### config.mk
export PLATFORM = sky130hd
export DESIGN_NAME = spi_data_path_mx
export DESIGN_NICKNAME = d
export VERILOG_FILES = /design/src/rtl/spi_data_path_mx.sv
export SDC_FILE = /design/constraint.sdc
export NUM_CORES = 1
export LEC_CHECK = 0
export ABC_AREA = 1
export CAP_MARGIN = 20
export CORE_ASPECT_RATIO = 1.4
export CORE_MARGIN = 2
export CORE_UTILIZATION = 50
export DETAILED_ROUTE_END_ITERATION = 10
export DONT_BUFFER_PORTS = 1
export PLACE_DENSITY = 0.7
export SLEW_MARGIN = 20
export SYNTH_ARGS = -nofsm -noshare
export SYNTH_HDL_FRONTEND = slang
export SYNTH_SLANG_ARGS = --single-unit
### constraint.sdc
create_clock -name clk -period 3.5 [get_ports clk]
set_input_delay 0.35 -clock clk [delete_from_list [all_inputs] [get_ports clk]]
set_output_delay 0.35 -clock clk [all_outputs]
set_load 0.05 [all_outputs]
### src/rtl/spi_data_path_mx.sv
`default_nettype none
// ============================================================================
// Module      : spi_data_path_mx
// Description : Oversampled mode-0 SPI slave data path (1/2/4 lanes) decoding
//               CMD -> ADDR -> [DUMMY] -> DATA frames onto a register bus.
//               Optional burst addressing enabled by defining SPI_BURST_EN.
// Revision    : 1.0 - initial release
// ============================================================================
module spi_data_path_mx #(
    parameter int ADDR_W      = 20,
    parameter int DATA_W      = 16,
    parameter int DUMMY_CYC   = 4,
    parameter int SYNC_STAGES = 2
) (
    input  logic              clk,
    input  logic              reset,
    input  logic              sclk,
    input  logic              cs_n,
    input  logic [3:0]        mosi,
    input  logic [1:0]        spi_mode,
    input  logic [DATA_W-1:0] rdata,
    input  logic              rd_valid,
    output logic [3:0]        miso,
    output logic [3:0]        miso_oe,
    output logic [ADDR_W-1:0] addr,
    output logic [DATA_W-1:0] wdata,
    output logic              wr_valid,
    output logic              rd_req,
    output logic [3:0]        status,
    output logic              busy
);
    localparam int SH_W    = (ADDR_W > DATA_W) ? ((ADDR_W > 8) ? ADDR_W : 8)
                                               : ((DATA_W > 8) ? DATA_W : 8);
    localparam int CNT_MAX = (SH_W > DUMMY_CYC) ? SH_W : DUMMY_CYC;
    localparam int CNT_W   = $clog2(CNT_MAX + 1) + 1;

    typedef enum logic [2:0] {
        S_IDLE  = 3'd0,
        S_CMD   = 3'd1,
        S_ADDR  = 3'd2,
        S_DUMMY = 3'd3,
        S_WDATA = 3'd4,
        S_RDATA = 3'd5,
        S_DONE  = 3'd6
    } state_t;

    logic [SYNC_STAGES-1:0] sclk_sync_q, cs_sync_q;
    logic [3:0]             mosi_sync_q [SYNC_STAGES];
    logic                   sclk_prev_q, cs_prev_q;
    logic                   sclk_s, cs_s, sclk_rise, sclk_fall, cs_rise, cs_fall;
    logic [3:0]             mosi_s;

    state_t                 state_q, state_d;
    logic [1:0]             lanes_q, lanes_d;
    logic                   is_read_q, is_read_d;
    logic [CNT_W-1:0]       cnt_q, cnt_d, cnt_nx, lb;
    logic [SH_W-1:0]        rx_sh_q, rx_sh_d, rx_nx;
    logic [DATA_W-1:0]      tx_sh_q, tx_sh_d, tx_nx;
    logic                   pend_q, pend_d, shift_pend_q, shift_pend_d;
    logic [ADDR_W-1:0]      addr_q, addr_d;
    logic [DATA_W-1:0]      wdata_q, wdata_d;
    logic                   wr_valid_q, wr_valid_d, rd_req_q, rd_req_d, busy_q, busy_d;
    logic [3:0]             status_q, status_d, miso_q, miso_d, oe_q, oe_d;
`ifdef SPI_BURST_EN
    logic                   word_done_q, word_done_d;
`endif

    // Cold reset assumes cs_n low so that a frame already in flight is never re-entered mid-way.
    always_ff @(posedge clk) begin
        if (reset) begin
            sclk_sync_q <= '0;
            cs_sync_q   <= '0;
            sclk_prev_q <= 1'b0;
            cs_prev_q   <= 1'b0;
            for (int i = 0; i < SYNC_STAGES; i++) mosi_sync_q[i] <= 4'h0;
        end else begin
            sclk_sync_q    <= {sclk_sync_q[SYNC_STAGES-2:0], sclk};
            cs_sync_q      <= {cs_sync_q[SYNC_STAGES-2:0], cs_n};
            mosi_sync_q[0] <= mosi;
            for (int i = 1; i < SYNC_STAGES; i++) mosi_sync_q[i] <= mosi_sync_q[i-1];
            sclk_prev_q    <= sclk_s;
            cs_prev_q      <= cs_s;
        end
    end

    assign sclk_s    = sclk_sync_q[SYNC_STAGES-1];
    assign cs_s      = cs_sync_q[SYNC_STAGES-1];
    assign mosi_s    = mosi_sync_q[SYNC_STAGES-1];
    assign sclk_rise = sclk_s & ~sclk_prev_q;
    assign sclk_fall = ~sclk_s & sclk_prev_q;
    assign cs_rise   = cs_s & ~cs_prev_q;
    assign cs_fall   = ~cs_s & cs_prev_q;
    assign cnt_nx    = cnt_q + lb;

    always_comb begin
        case (lanes_q)
            2'd0: begin
                lb    = CNT_W'(1);
                rx_nx = {rx_sh_q[SH_W-2:0], mosi_s[0]};
                tx_nx = {tx_sh_q[DATA_W-2:0], 1'b0};
            end
            2'd1: begin
                lb    = CNT_W'(2);
                rx_nx = {rx_sh_q[SH_W-3:0], mosi_s[1:0]};
                tx_nx = {tx_sh_q[DATA_W-3:0], 2'b00};
            end
            default: begin
                lb    = CNT_W'(4);
                rx_nx = {rx_sh_q[SH_W-5:0], mosi_s};
                tx_nx = {tx_sh_q[DATA_W-5:0], 4'h0};
            end
        endcase
    end

    always_comb begin
        state_d      = state_q;
        lanes_d      = lanes_q;
        is_read_d    = is_read_q;
        cnt_d        = cnt_q;
        rx_sh_d      = rx_sh_q;
        tx_sh_d      = tx_sh_q;
        pend_d       = pend_q;
        shift_pend_d = shift_pend_q;
        addr_d       = addr_q;
        wdata_d      = wdata_q;
        status_d     = status_q;
        wr_valid_d   = 1'b0;
        rd_req_d     = 1'b0;
`ifdef SPI_BURST_EN
        word_done_d  = word_done_q;
        // Advance after the write pulse so addr stays valid alongside wr_valid.
        if (wr_valid_q) addr_d = addr_q + ADDR_W'(1);
`endif
        if (rd_valid && pend_q) begin
            tx_sh_d = rdata;
            pend_d  = 1'b0;
        end

        case (state_q)
            S_IDLE: if (cs_fall) begin
                state_d      = S_CMD;
                cnt_d        = '0;
                lanes_d      = (spi_mode == 2'b11) ? 2'b00 : spi_mode;
                status_d     = (spi_mode == 2'b11) ? 4'b1000 : 4'b0000;
                pend_d       = 1'b0;
                shift_pend_d = 1'b0;
                tx_sh_d      = '0;
`ifdef SPI_BURST_EN
                word_done_d  = 1'b0;
`endif
            end
            S_CMD: if (sclk_rise) begin
                rx_sh_d = rx_nx;
                cnt_d   = cnt_nx;
                if (cnt_nx == CNT_W'(8)) begin
                    is_read_d = rx_nx[7];
                    cnt_d     = '0;
                    state_d   = S_ADDR;
                end
            end
            S_ADDR: if (sclk_rise) begin
                rx_sh_d = rx_nx;
                cnt_d   = cnt_nx;
                if (cnt_nx == CNT_W'(ADDR_W)) begin
                    addr_d = rx_nx[ADDR_W-1:0];
                    cnt_d  = '0;
                    if (is_read_q) begin
                        rd_req_d = 1'b1;
                        pend_d   = 1'b1;
                        state_d  = S_DUMMY;
                    end else begin
                        state_d  = S_WDATA;
                    end
                end
            end
            S_DUMMY: if (sclk_rise) begin
                cnt_d = cnt_q + CNT_W'(1);
                if (cnt_q + CNT_W'(1) == CNT_W'(DUMMY_CYC)) begin
                    cnt_d        = '0;
                    shift_pend_d = 1'b0;
                    state_d      = S_RDATA;
                    if (pend_d) begin
                        pend_d      = 1'b0;
                        tx_sh_d     = '0;
                        status_d[1] = 1'b1;
                    end
                end
            end
            S_WDATA: if (sclk_rise) begin
                rx_sh_d = rx_nx;
                cnt_d   = cnt_nx;
                if (cnt_nx == CNT_W'(DATA_W)) begin
                    wdata_d    = rx_nx[DATA_W-1:0];
                    wr_valid_d = 1'b1;
                    cnt_d      = '0;
`ifdef SPI_BURST_EN
                    word_done_d = 1'b1;
`else
                    state_d    = S_DONE;
`endif
                end
            end
            S_RDATA: begin
                if (sclk_rise) begin
                    cnt_d        = cnt_nx;
                    shift_pend_d = 1'b1;
                    if (cnt_nx == CNT_W'(DATA_W)) begin
                        cnt_d        = '0;
                        shift_pend_d = 1'b0;
`ifdef SPI_BURST_EN
                        word_done_d  = 1'b1;
                        addr_d       = addr_q + ADDR_W'(1);
                        rd_req_d     = 1'b1;
                        pend_d       = 1'b1;
                        tx_sh_d      = '0;
`else
                        state_d      = S_DONE;
`endif
                    end
                end else if (sclk_fall) begin
                    if (shift_pend_q) begin
                        tx_sh_d      = tx_nx;
                        shift_pend_d = 1'b0;
                    end
`ifdef SPI_BURST_EN
                    // Next word must be loaded before its first bits are presented.
                    else if (pend_d) begin
                        pend_d      = 1'b0;
                        status_d[1] = 1'b1;
                    end
`endif
                end
            end
            default: ;
        endcase

        // Edge work above is already folded into state_d before cs_n is considered.
        if (cs_rise && state_q != S_IDLE) begin
            case (state_d)
                S_DONE: status_d[0] = 1'b1;
`ifdef SPI_BURST_EN
                S_WDATA, S_RDATA: begin
                    if (cnt_d == '0 && word_done_d) status_d[0] = 1'b1;
                    else                            status_d[2] = 1'b1;
                end
`endif
                default: status_d[2] = 1'b1;
            endcase
            state_d = S_IDLE;
            pend_d  = 1'b0;
        end

        oe_d = 4'b0000;
        if (state_d == S_RDATA) begin
            case (lanes_d)
                2'd0:    oe_d = 4'b0001;
                2'd1:    oe_d = 4'b0011;
                default: oe_d = 4'b1111;
            endcase
        end
        case (lanes_d)
            2'd0:    miso_d = {3'b000, tx_sh_d[DATA_W-1]};
            2'd1:    miso_d = {2'b00, tx_sh_d[DATA_W-1 -: 2]};
            default: miso_d = tx_sh_d[DATA_W-1 -: 4];
        endcase
        miso_d = miso_d & oe_d;
        busy_d = (state_d != S_IDLE);
    end

    always_ff @(posedge clk) begin
        if (reset) begin
            state_q      <= S_IDLE;
            lanes_q      <= 2'b00;
            is_read_q    <= 1'b0;
            cnt_q        <= '0;
            rx_sh_q      <= '0;
            tx_sh_q      <= '0;
            pend_q       <= 1'b0;
            shift_pend_q <= 1'b0;
            addr_q       <= '0;
            wdata_q      <= '0;
            wr_valid_q   <= 1'b0;
            rd_req_q     <= 1'b0;
            status_q     <= 4'b0000;
            miso_q       <= 4'b0000;
            oe_q         <= 4'b0000;
            busy_q       <= 1'b0;
`ifdef SPI_BURST_EN
            word_done_q  <= 1'b0;
`endif
        end else begin
            state_q      <= state_d;
            lanes_q      <= lanes_d;
            is_read_q    <= is_read_d;
            cnt_q        <= cnt_d;
            rx_sh_q      <= rx_sh_d;
            tx_sh_q      <= tx_sh_d;
            pend_q       <= pend_d;
            shift_pend_q <= shift_pend_d;
            addr_q       <= addr_d;
            wdata_q      <= wdata_d;
            wr_valid_q   <= wr_valid_d;
            rd_req_q     <= rd_req_d;
            status_q     <= status_d;
            miso_q       <= miso_d;
            oe_q         <= oe_d;
            busy_q       <= busy_d;
`ifdef SPI_BURST_EN
            word_done_q  <= word_done_d;
`endif
        end
    end

    assign miso     = miso_q;
    assign miso_oe  = oe_q;
    assign addr     = addr_q;
    assign wdata    = wdata_q;
    assign wr_valid = wr_valid_q;
    assign rd_req   = rd_req_q;
    assign status   = status_q;
    assign busy     = busy_q;

endmodule
`default_nettype wire

# Word-level counts from Yosys, hierarchy flattened
# Memory sizes are Yosys's and may differ from the RTL's.
# Cells that the tools add are included.
word_totals:
  register_bits: 106
  mem_count: 1
  ramBits: 8
op_classes:
  n_reduce_logical: 23
  eq_ne: 22
  bitwise_logic: 15
  muxes: 74
  n_addsub: 2
mem_list:
  columns: ["name", "words", "word_bits", "rd", "rd_clocked_by_memory_dff", "write_ports", "line_no", "text"]
  rows:
  - ["mosi_sync_q", 2, 4, 2, 0, 2, "48", "logic [3:0] mosi_sync_q [SYNC_STAGES];"]
ops:
  columns: ["op", "count"]
  rows:
  - ["$mux W16", 8]
  - ["$mux W6", 9]
  - ["$pmux W16 S3", 1]
  - ["$pmux W20 S2", 1]
  - ["$mux W3", 12]
  - ["$pmux W16 S2", 1]
  - ["$pmux W6 S5", 1]
  - ["$mux W1", 27]
  - ["$mux W4", 4]
  - ["$pmux W4 S2", 2]
  - ["$pmux W3 S5", 1]
  - ["$eq A3 B3 Y1 const B", 4]
  - ["$eq A6 B5 Y1 const B", 2]
  - ["$ne A2 B2 Y1 const B", 6]
  - ["$reduce_and A5 Y1", 2]
  - ["$reduce_and A3 Y1", 3]
  - ["$reduce_bool A3 Y1", 3]
  - ["$not A1 Y1", 8]
  - ["$add A6 B1 Y6 const B", 1]
  - ["$add A6 B6 Y6", 1]
  - ["$eq A3 B2 Y1 const B", 2]
  - ["$eq A6 B3 Y1 const B", 1]
  - ["$eq A6 B4 Y1 const B", 1]
  - ["$mux W2", 3]
  - ["other kinds (21)", 32]

# Longest topological paths before layout
# Gate-level depths: netlist (run 1).
depth:
  word_depth: 11
  depth_mapped: 21

# Worst setup path after synthesis (run 1)
# OpenSTA, ideal clock, no wires.
synth_path:
  path_type: "flip-flop to flip-flop"
  from: "reg lanes_q[1]"
  to: "reg addr_q[11], in the netlist addr[11]"
  path_stages_with_launch: 16
  t_required_ns: 3.384
  slack_ns: 0.603
  path_buffers: 2
  setup_ns: 0.116
  arrival_time_ns: 2.781
  cell_sequence: "dfxtp_1 > nor2_2 > clkbuf_1 > ha_1 > fa_1 > inv_1 > nand2_1 > nor3_1 > nand2_2 > nor2_8 > nand2_2 > nor2_4 > clkinv_1 > buf_2 > nor2_1 > nor2_1"
synth_via:
  elab_chain_len: 5
synth_lines:
  columns: ["item", "line_no", "text"]
  rows:
  - ["from (decl)", "54", "logic [1:0] lanes_q, lanes_d;"]
  - ["from (signal assigned)", "293", "lanes_q <= lanes_d;"]
  - ["$eq A2 B1 Y1 / $logic_not A2 Y1 (equally long branches)", "96", "case (lanes_q)"]
  - ["$pmux W3 S2", "96", null]
  - ["$add A6 B6 Y6", "93", "assign cnt_nx = cnt_q + lb;"]
  - ["$eq A6 B5 Y1", "164", "if (cnt_nx == CNT_W'(ADDR_W)) begin"]
  - ["$reduce_and A3 Y1 (no source line)", null, null]
  - ["to (signal assigned)", "300", "addr_q <= addr_d;"]
  - ["to (decl)", "60", "logic [ADDR_W-1:0] addr_q, addr_d;"]
# Parallel ways exist; a longest one is shown, timed or not.
# A chain may end at the register's enable or synchronous reset.

# Worst setup path after layout (run 1)
layout_path:
  from: "reg lanes_q[1]"
  to: "reg wdata_q[1], in the netlist wdata[1]"
layout_via:
  elab_chain_len: 5
layout_lines:
  columns: ["item", "line_no", "text"]
  rows:
  - ["$eq A2 B1 Y1 / $logic_not A2 Y1 (equally long branches)", "96", null]
  - ["$pmux W3 S2", "96", null]
  - ["$add A6 B6 Y6", "93", null]
  - ["$eq A6 B5 Y1", "192", "if (cnt_nx == CNT_W'(DATA_W)) begin"]
  - ["$reduce_and A3 Y1 (no source line)", null, null]
  - ["to (signal assigned)", "301", "wdata_q <= wdata_d;"]
  - ["to (decl)", "61", "logic [DATA_W-1:0] wdata_q, wdata_d;"]
# Parallel ways exist; a longest one is shown, timed or not.

==> reports/qor.txt, run 1 <==
Worst-margin pin slew: 1.10 ns
Htree depth: 4
Commonest cells in the synthesized netlist: nor2_1, dfxtp_1, nand2_1
Post-DP HPWL: 9520 um
Adder-cell area share of the yosys netlist: 1.80%
Mapped Cells: 746
Setup Skew: 0.0108 ns
Boundary pin count: 78
DRT Pass-1 Iters: 5
Number of global-route vias before repair: 4,951
Rows: 44
Antenna Cells: 0
Fin crit period: 2.81 ns
Most used DFF post-synth: dfxtp_1
Area leader, netlist: dfxtp_1
TritonCTS clock tree: built
Die H: 126 um
Core Area: 10,300 sq um
Top cell type's share of synthesized area: 42.8%
Critical path endpoint category: flop
Final wirelength: 14,100 um
Synthesized Nets: 780
Yosys warnings: 0
Ranking of synthesized cells by area: dfxtp_1, nor2_1, o21ai_0, nand2_1, inv_1
Fin Setup TNS: 0 ns
RSZ-0062 raised after global routing: no
WL/cell: 15.7 um
Clock Path Buffers: 2
Synthesis-to-layout area growth: 14.1%
EDFF count, synth: 0
Leakage: 2.58 nW
Post-CTS Setup Bufs: 0
# clock sinks: 113
Root Driver: clkbuf_16
Post-DP Area: 5380 sq um
Slew margin rel.: 26.7%
FMAX: 355 MHz
Status: finished, final reports clean
Seq/Total Area, Yosys: 42.8%
Synth unique cells: 45
DP Worst Slack: 0.714 ns
Drt initial violations: 357
Final Worst Setup Slack: 0.686 ns
Final setup viols: 0
Avg Inst Size Synth: 7.08 sq um
Design area: 6030 sq um
Crit Path Class: flop to flop
Crit share post-route: 80.4%
Inserted Clock Buffers: 17
Util after Layout: 58.2%
CP Data Required Time: 3.75 ns
Crit path from: lanes_q[1]
Vias: 4,945
Power Total: 0.00320 W
Clk slew on worst S/H paths: 0.06 ns
Antenna-violating nets left: 0
Die ar.: 11,400 sq um
Critical Path AT: 3.07 ns
Placer Congestion: 0.887
Reg-to-Reg Start: lanes_q[1]
Routed vias/inst: 5.54
Pwr dens: 531 nW/um^2
Post-synthesis mux area share: 0%
Hold Fails Final Rpt: 0
Die Width: 90.9 um
Post-synth ARST share: 0%
Starting Density: 51.0%
Flip-flop and latch count after synthesis: 113
Post-Syn Area: 5280 sq um
Critical Path Start Type: flop
Count leader, synth: nor2_1
Hold path startpoint: reset
Port buffer count: 0
Post-Synth XOR/XNOR Area: 0.332%
DRC viols: 0
Worst-Skew Late Latency: 0.42 ns
Max cap viols: 0
Layout cell share with drive strength beyond 1: 8.87%
First-pass GRT wire length: 23,100 um
Total gr overflow: 0
Final #Nets: 776
Critical path peak fanout: 17
Post-synthesis simple-gate area fraction: 24.6%
Largest net degree at the start of global routing: 58
Overall routing resource usage: 25.1%
Worst hold path type: primary input to flop
VDD IR-drop max: 386 uV
Main combinational cell family by area after synthesis: simple AND/OR/NAND/NOR gates
Initial antenna violation count: 0
Synth Area in Compound Gates: 20.8%
Slew Viols, Final: 0
power breakdown:
part	switching (W)	leakage [nW]	total, W	internal [W]
Sequential	0.00000993	0.913	0.00131	0.00130
Clock	0.000643	0.301	0.00181	0.00117
Combinational	0.0000567	1.37	0.0000790	0.0000223
layout by cell type (no fill, tap or decap), types with 3 or more instances in the layout:
master	instances
inv_6	4
o32ai_1	7
a22oi_1	9
ha_1	6
inv_2	5
nand2_1	97
nand3_1	24
dfxtp_1	113
a31oi_1	4
bufinv_16	3
o221ai_1	8
inv_1	92
a221oi_1	9
clkinv_1	3
o22ai_1	6
a21oi_1	38
a211oi_1	3
nor3_1	7
nor2_4	3
o211ai_1	5
nor2_1	149
nor2_2	5
buf_4	8
clkbuf_16	17
o21ai_0	90
nand2_2	10
clkinv_4	4
final timing paths:
| check | cells past startpoint | slack (ns) | endpoint |
|---|---|---|---|
| setup reg to reg | 15 | 0.69 | wdata[1] |
| hold reg to reg | 2 | 0.40 | sclk_sync_q[1] |
| hold / removal | 1 | 0.02 | tx_sh_q[15] |
| setup / recovery | 15 | 0.69 | wdata[1] |
area by class of cell:
type | instances | area, sq um
clock buffer | 19 | 453
clock inverter | 13 | 175
fill | 990 | 4320
inverter | 100 | 375
multi-input combinational | 500 | 2510
sequential | 113 | 2260
tap | 138 | 173
timing repair buffer | 10 | 80.1
metal layers:
layer  wire length [um]  up-vias  GRT usage, %
met5                  0        -             0
met4                434        0          14.5
met3                787       37          5.66
met2               7150      176          43.6
met1               5680     2286          27.9
li1                   -     2446             -
cell families after synthesis:
logic type,count (synthesis)
simple gates,305
compound gates,186
buf+inv,133
flops,113
fa+ha+maj,7
xor+xnor,2
worst max-delay path: stages, from the launching register on:
cell and delay (ns):
dfxtp_1 0.39, nor2_2 0.07, ha_1 0.21, fa_1 0.44
nand2_1 0.10, nand2_1 0.05, nand3_1 0.06, nand2_1 0.13
inv_2 0.11, nand2_4 0.08, nor2_2 0.17, nand2_1 0.14
nor2_4 0.32, inv_2 0.22, nand2_1 0.10, a21oi_1 0.06
registers in the layout (all words and copies together) (netlist names), 3 cells and up:
name	count
rx_sh_q	19
state_q	3
miso	4
wdata	16
mosi_sync_q	8
addr	20
cnt_q	6
status	4
tx_sh_q	16
miso_oe	3
stage by stage:
step,instances,hold slack (ns)
finish,893,0.0215
global placement,859,0.394
global route,893,0.00765
floorplan,746,0.388
detailed placement,859,0.395
CTS,893,0.000368
repair_timing:
action	4_1_cts	5_1_grt
resized for setup	0	0
hold buffers	2	0
endpoints found under the hold margin	24	0
(Power assumes the default switching activity.)
==> inputs of run 2 (changes only) <==
- clock period: 3.5 -> 2.62 ns (I/O delays scaled with it)
==> run 2 against run 1 <==
Via count increased by 3.7%. Setup slack worse by 0.62 ns. Die area is the same. Final cell count grew 2.1%. Maximum frequency up 10%. Combinational power grew 52%. Sequential power up 34%. Largest power group unchanged.
==> reports/qor.txt, run 2 (same netlist as run 1, synthesis figures left out) <==
Status: finished, final reports clean
Boundary pin count: 78 (unchanged)
Crit path from: lanes_q[1]
Clk slew on worst S/H paths: 0.05 ns (about the same)
Inserted Clock Buffers: 17 (unchanged)
Hold Slack: 0.0192 ns (-0.00230 ns)
Rows: 44 (unchanged)
Fin Setup TNS: 0 ns (unchanged)
CP Data Required Time: 2.97 ns (-0.78 ns)
Largest net degree at the start of global routing: 58 (unchanged)
VDD IR-drop max: 547 uV (+42%)
Total gr overflow: 0 (unchanged)
Worst-margin pin slew: 0.937 ns (-0.159 ns)
DP Worst Slack: 0.0275 ns (-0.687 ns)
Critical Path Start Type: flop
Critical path peak fanout: 4 (-13)
Fin crit period: 2.56 ns (-0.258 ns)
FMAX: 391 MHz (+10%)
Max cap viols: 0 (unchanged)
Final setup viols: 0 (unchanged)
Placer Congestion: 0.954 (+7.5%)
Max reg flops: 20 (unchanged)
DRT Pass-1 Iters: 5 (unchanged)
Commonest non-fill, non-tap cell in the layout: nor2_1
Worst-Skew Late Latency: 0.42 ns (about the same)
Port buffer count: 0 (unchanged)
Most frequent CP cell: nand2_2
Reg-to-Reg Start: lanes_q[1]
Slew Viols, Final: 0 (unchanged)
Post-DP Area: 5470 sq um (+1.7%)
WL/cell: 15.7 um (-0.11%)
Hold path startpoint: reset
Leakage: 2.70 nW (+4.5%)
Worst hold path type: primary input to flop
Drt initial violations: 301 (-16%)
Htree depth: 4 (unchanged)
Routed wl met2: 7150 um (about the same)
Slew margin rel.: 37.5% (+11 points)
Crit Path Class: flop to flop
Crit share post-route: 97.5% (+17 points)
WL met3: 905 um (+15%)
TritonCTS clock tree: built
Hold Fails Final Rpt: 0 (unchanged)
Critical path endpoint category: flop
Final #Nets: 796 (+2.6%)
Die ar.: 11,400 sq um (unchanged)
RSZ-0062 raised after global routing: yes
Worst path slowest cell: fa_2
Final wirelength: 14,300 um (+2.0%)
First-pass GRT wire length: 24,000 um (+4.0%)
Pwr dens: 673 nW/um^2 (+27%)
Bufs and invs on worst path: 2 (unchanged)
Antenna Cells: 0 (unchanged)
CP max stage delay: 0.43 ns (about the same)
Die Width: 90.9 um (unchanged)
# clock sinks: 113 (unchanged)
Routed vias/inst: 5.62 (+1.5%)
Antenna-violating nets left: 0 (unchanged)
Clock Path Buffers: 2 (unchanged)
Vias: 5,127 (+3.7%)
DRC viols: 0 (unchanged)
Delay-heaviest family, CP: simple AND/OR/NAND/NOR gates
Initial antenna violation count: 0 (unchanged)
Util after Layout: 60.5% (+2.3 points)
Design area: 6260 sq um (+3.9%)
Number of global-route vias before repair: 5,106 (+3.1%)
Setup Skew: 0.0204 ns (+0.00965 ns)
Die H: 126 um (unchanged)
Post-DP HPWL: 9620 um (+1.0%)
Critical Path AT: 2.90 ns (-0.17 ns)
Most frequent cells in the layout: nor2_1, dfxtp_1, inv_1, nand2_1, o21ai_0
Core Area: 10,300 sq um (unchanged)
Post-Route M1 WL: 5780 um (+1.8%)
Synthesis-to-layout area growth: 18.6%
Starting Density: 51.0% (unchanged)
Layout cell share with drive strength beyond 1: 13.0% (+4.2 points)
Root Driver: clkbuf_16
Final Worst Setup Slack: 0.0649 ns (-0.622 ns)
CP Cell Sequence: nor2_4, ha_4, fa_2, inv_2, nand2_2, nor3_2, nand2_2, nor2_8, nand2_4, nor2_4, nand2_2, nand2_2, nand2_2, nor2_2, nand2_2, inv_2, nand2_2, nor2_1
Max Used Layer: met4
Overall routing resource usage: 25.8% (+0.70 points)
## run 2: changes by cell type in the layout (fill, tap and decap cells not counted), moves of 5 or more
cell,change
buf_4,+15
clkinv_2,+5
nand2_1,-6
nand2_2,+5
## run 2: what timing repair did
item | 4_1_cts | 5_1_grt
buffers inserted | 0 | 4
hold buffers | 7 | 0
resized for setup | 0 | 21
hold endpoints to repair | 43 | 0
setup endpoints to repair | 0 | 46
## run 2: final timing paths
check | to | slack, ns | cells after the start
max reg2reg | miso[1] | 0.06 | 18
max | miso[1] | 0.06 | 18
min reg2reg | cs_sync_q[1] | 0.40 | 2
min | tx_sh_q[0] | 0.02 | 2
## run 2: final cells by class
cell class                      instances  area, sq um
Clock buffer                           21          470
Clock inverter                         10          134
Fill cell                             977         4090
Inverter                              100          377
Multi-Input combinational cell        500         2590
Sequential cell                       113         2270
Tap cell                              138          173
Timing Repair Buffer                   30          253
## run 2: power by group
group | internal (W) | switching [W]
Sequential | 0.00173 | 0.0000139
Combinational | 0.0000386 | 0.0000812
Clock | 0.00156 | 0.000793
Total | 0.00333 | 0.000888
## run 2: metrics by stage
| stage | cells | total power (W) |
|---|---|---|
| after floorplan | 746 | 0.00186 |
| after global placement | 870 | 0.00188 |
| after detailed placement | 870 | 0.00188 |
| after CTS | 908 | 0.00424 |
| after global routing | 912 | 0.00433 |
| final | 912 | 0.00422 |
## run 2: per-layer routing
| metal | vias to the layer above | GRT usage [%] |
|---|---|---|
| met5 | - | 0 |
| met3 | 51 | 6.02 |
| met4 | 0 | 12.4 |
| met1 | 2381 | 30.1 |
| met2 | 214 | 44.3 |
| li1 | 2481 | - |
==> inputs of run 3 (changes only) <==
- ABC_AREA: 1 -> default
- HOLD_SLACK_MARGIN: default -> 0.06
==> run 3 against run 2 <==
The run now ends with negative setup slack left. Hold slack better by 0.053 ns. Clock skew shrank 0.0084 ns. Maximum frequency fell by 9.5%. Setup slack lost 0.27 ns. Via count shrank 2.6%.
==> reports/qor.txt, run 3 <==
Status: complete, but fails checks
Failing checks: negative setup slack
Flip-flop and latch count after synthesis: 113 (unchanged)
Max reg flops: 20 (unchanged)
Avg Inst Size Synth: 8.09 sq um (+14%)
Worst-Skew Late Latency: 0.41 ns (about the same)
WL/cell: 16.7 um (+6.6%)
Yosys warnings: 0 (unchanged)
Slew margin rel.: 37.8% (+0.36 points)
Cells after DPL: 820 (-5.7%)
Seq/Total Area, Yosys: 41.6% (-1.2 points)
Largest net degree at the start of global routing: 93 (+60%)
Commonest cells in the synthesized netlist: nand2_1, dfxtp_1, nor2_1
Antenna-violating nets left: 0 (unchanged)
Number of global-route vias before repair: 4,871 (-4.6%)
Util after Layout: 65.4% (+4.9 points)
Final setup viols: 34 (+34)
TritonCTS clock tree: built
Power share of the combinational group: 4.1% (+1.3 points)
Post-Syn Area: 5440 sq um (+2.9%)
CP Cell Sequence: nor2_4, ha_4, fa_2, buf_4, xnor2_1, nor3_1, nand2_1, o311ai_4, and2_1, or3b_4, nor3b_2
Fin crit period: 2.82 ns (+0.269 ns)
Clock Path Buffers: 2 (unchanged)
Critical Path Start Type: flop
Worst path slowest cell: or3b_4
Crit share post-route: 108% (+10 points)
Flop pwr share: 41.3% (about the same)
Pwr dens: 606 nW/um^2 (-10%)
Layout cell share with drive strength beyond 1: 20.2% (+7.2 points)
Boundary pin count: 78 (unchanged)
Clock Power Share: 54.6% (-1.1 points)
Storage element area: 2270 sq um (+0.11%)
Net load switching power: 0.000917 W (+3.3%)
Fin Setup TNS: -1.53 ns (-1.53 ns)
Routed vias/inst: 5.70 (+1.3%)
VDD IR-drop max: 466 uV (-15%)
Delay-heaviest family, CP: simple AND/OR/NAND/NOR gates
DRT Pass-1 Iters: 5 (unchanged)
Synthesized Nets: 706 (-9.5%)
Critical Path AT: 3.16 ns (+0.26 ns)
Bufs and invs on worst path: 1 (-1)
DRC viols: 0 (unchanged)
Die Width: 92.1 um (+1.4%)
Post-synthesis simple-gate area fraction: 22.9% (-1.7 points)
FMAX: 354 MHz (-9.5%)
Final #Nets: 757 (-4.9%)
Final Worst Setup Slack: -0.204 ns (-0.269 ns)
Crit Path Class: flop to flop
Most used DFF post-synth: dfxtp_1
Power Total: 0.00424 W (+0.62%)
Leakage: 2.71 nW (+0.71%)
CP Data Required Time: 2.96 ns (about the same)
DP Worst Slack: -0.448 ns (-0.476 ns)
Mapped Cells: 672 (-9.9%)
Commonest non-fill, non-tap cell in the layout: dfxtp_1
Starting Density: 50.8% (-0.21 points)
Hold Fails Final Rpt: 0 (unchanged)
Post-synthesis mux area share: 12.4% (+12 points)
Max cap viols: 0 (unchanged)
Slew Viols, Final: 0 (unchanged)
Drt initial violations: 271 (-10%)
Placer Congestion: 0.942 (-1.2%)
Final wirelength: 14,700 um (+2.5%)
Count leader, synth: nand2_1
Clk slew on worst S/H paths: 0.06 ns (about the same)
Root Driver: clkbuf_16
Initial antenna violation count: 0 (unchanged)
Finished Layout Cells: 877 (-3.8%)
Overall routing resource usage: 25.2% (-0.54 points)
Setup Skew: 0.0120 ns (-0.00840 ns)
RSZ-0062 raised after global routing: yes
Worst-margin pin slew: 0.931 ns (-0.00534 ns)
Vias: 4,995 (-2.6%)
Die ar.: 11,700 sq um (+2.8%)
Post-DP HPWL: 9850 um (+2.4%)
Adder-cell area share of the yosys netlist: 1.75% (-0.051 points)
Rows: 45 (+2.3%)
Critical path peak fanout: 7 (+3)
FILL cells: 879 (-10%)
Port buffer count: 0 (unchanged)
Post-synth ARST share: 0% (unchanged)
Top cell type's share of synthesized area: 41.6% (-1.2 points)
Inserted Clock Buffers: 17 (unchanged)
Ranking of synthesized cells by area: dfxtp_1, mux2i_1, nand2_1, a21oi_1, nor2_1
First-pass GRT wire length: 23,400 um (-2.4%)
Area leader, netlist: dfxtp_1
Synthesis-to-layout area growth: 28.8%
Multi-input gate area: 3180 sq um (+23%)
Htree depth: 4 (unchanged)
Critical path endpoint category: flop
Switching share of power: 21.6% (+0.56 points)
Most frequent cells in the layout: dfxtp_1, nand2_1, nor2_1, mux2i_1, a21oi_1
Antenna Cells: 0 (unchanged)
Synth Area in Compound Gates: 16.6% (-4.2 points)
Post-Synth XOR/XNOR Area: 0.483% (+0.15 points)
# clock sinks: 113 (unchanged)
Total gr overflow: 0 (unchanged)
Main combinational cell family by area after synthesis: simple AND/OR/NAND/NOR gates
Die H: 127 um (+1.4%)
Core Area: 10,700 sq um (+3.4%)
EDFF count, synth: 0 (unchanged)
CP max stage delay: 0.44 ns (about the same)
Worst hold path type: primary input to flop
Int Pwr: 0.00333 W (about the same)
Synth unique cells: 56 (+24%)
==> run 3: layer usage <==
| metal | wire length (um) | vias to the layer above | GRT usage, % |
|---|---|---|---|
| met3 | 653 | 35 | 5.90 |
| li1 | - | 2427 | - |
| met2 | 7660 | 151 | 45.7 |
| met1 | 5910 | 2382 | 27.6 |
| met4 | 471 | 0 | 12.1 |
| met5 | 0 | - | 0 |
==> run 3: logic make-up after synthesis <==
family / Yosys count
mux: 67
xor+xnor: 3
flops: 113
simple gates: 273
buf+inv: 58
fa+ha+maj: 7
compound gates: 151
==> run 3: final cells by class <==
type,count,area share (%)
multi-input cells,501,45.4
flip-flops and latches,113,32.4
repair buffers,79,10.4
clock buffers,19,6.33
well taps,141,2.52
clock inverters,13,2.27
inverters,11,0.590
==> run 3: path summary, 6_finish.rpt <==
check / startpoint / end / slack [ns] / cells past startpoint
max: lanes_q[1] / miso[2] / -0.20 / 11
min: rdata[9] / tx_sh_q[9] / 0.07 / 2
max reg2reg: lanes_q[1] / miso[2] / -0.20 / 11
min reg2reg: mosi_sync_q[0][0] / mosi_sync_q[0][4] / 0.43 / 1
==> run 3: what timing repair did <==
item,CTS,global route
hold buffers,16,1
gates resized for setup,38,17
endpoints found under the setup margin,52,52
hold endpoints to repair,99,1
cloned,1,2
pin swaps,17,5
buffers inserted,4,2
==> run 3: stage by stage <==
stage	area [sq um]	hold WS [ns]
CTS	6890	0.0670
global placement	5930	0.338
global route	7000	0.0692
floorplan	5620	0.390
detailed placement	5930	0.340
finish	7000	0.0725
==> run 3: power by group through the flow <==
stage | sequential (W) | clock, W | combinational (W)
final | 0.00175 | 0.00232 | 0.000175
after global routing | 0.00175 | 0.00241 | 0.000189
after CTS | 0.00175 | 0.00235 | 0.000170
after detailed placement | 0.00179 | 0 | 0.000122
after global placement | 0.00179 | 0 | 0.000120
after floorplan | 0.00178 | 0 | 0.000111
==> run 3: worst reg2reg max path: stages, from the launching register on <==
cell and delay, ns:
dfxtp_4 0.38, nor2_4 0.05, ha_4 0.15, fa_2 0.37, buf_4 0.16, xnor2_1 0.14, nor3_1 0.23, nand2_1 0.15
o311ai_4 0.31, and2_1 0.19, or3b_4 0.44, nor3b_2 0.16
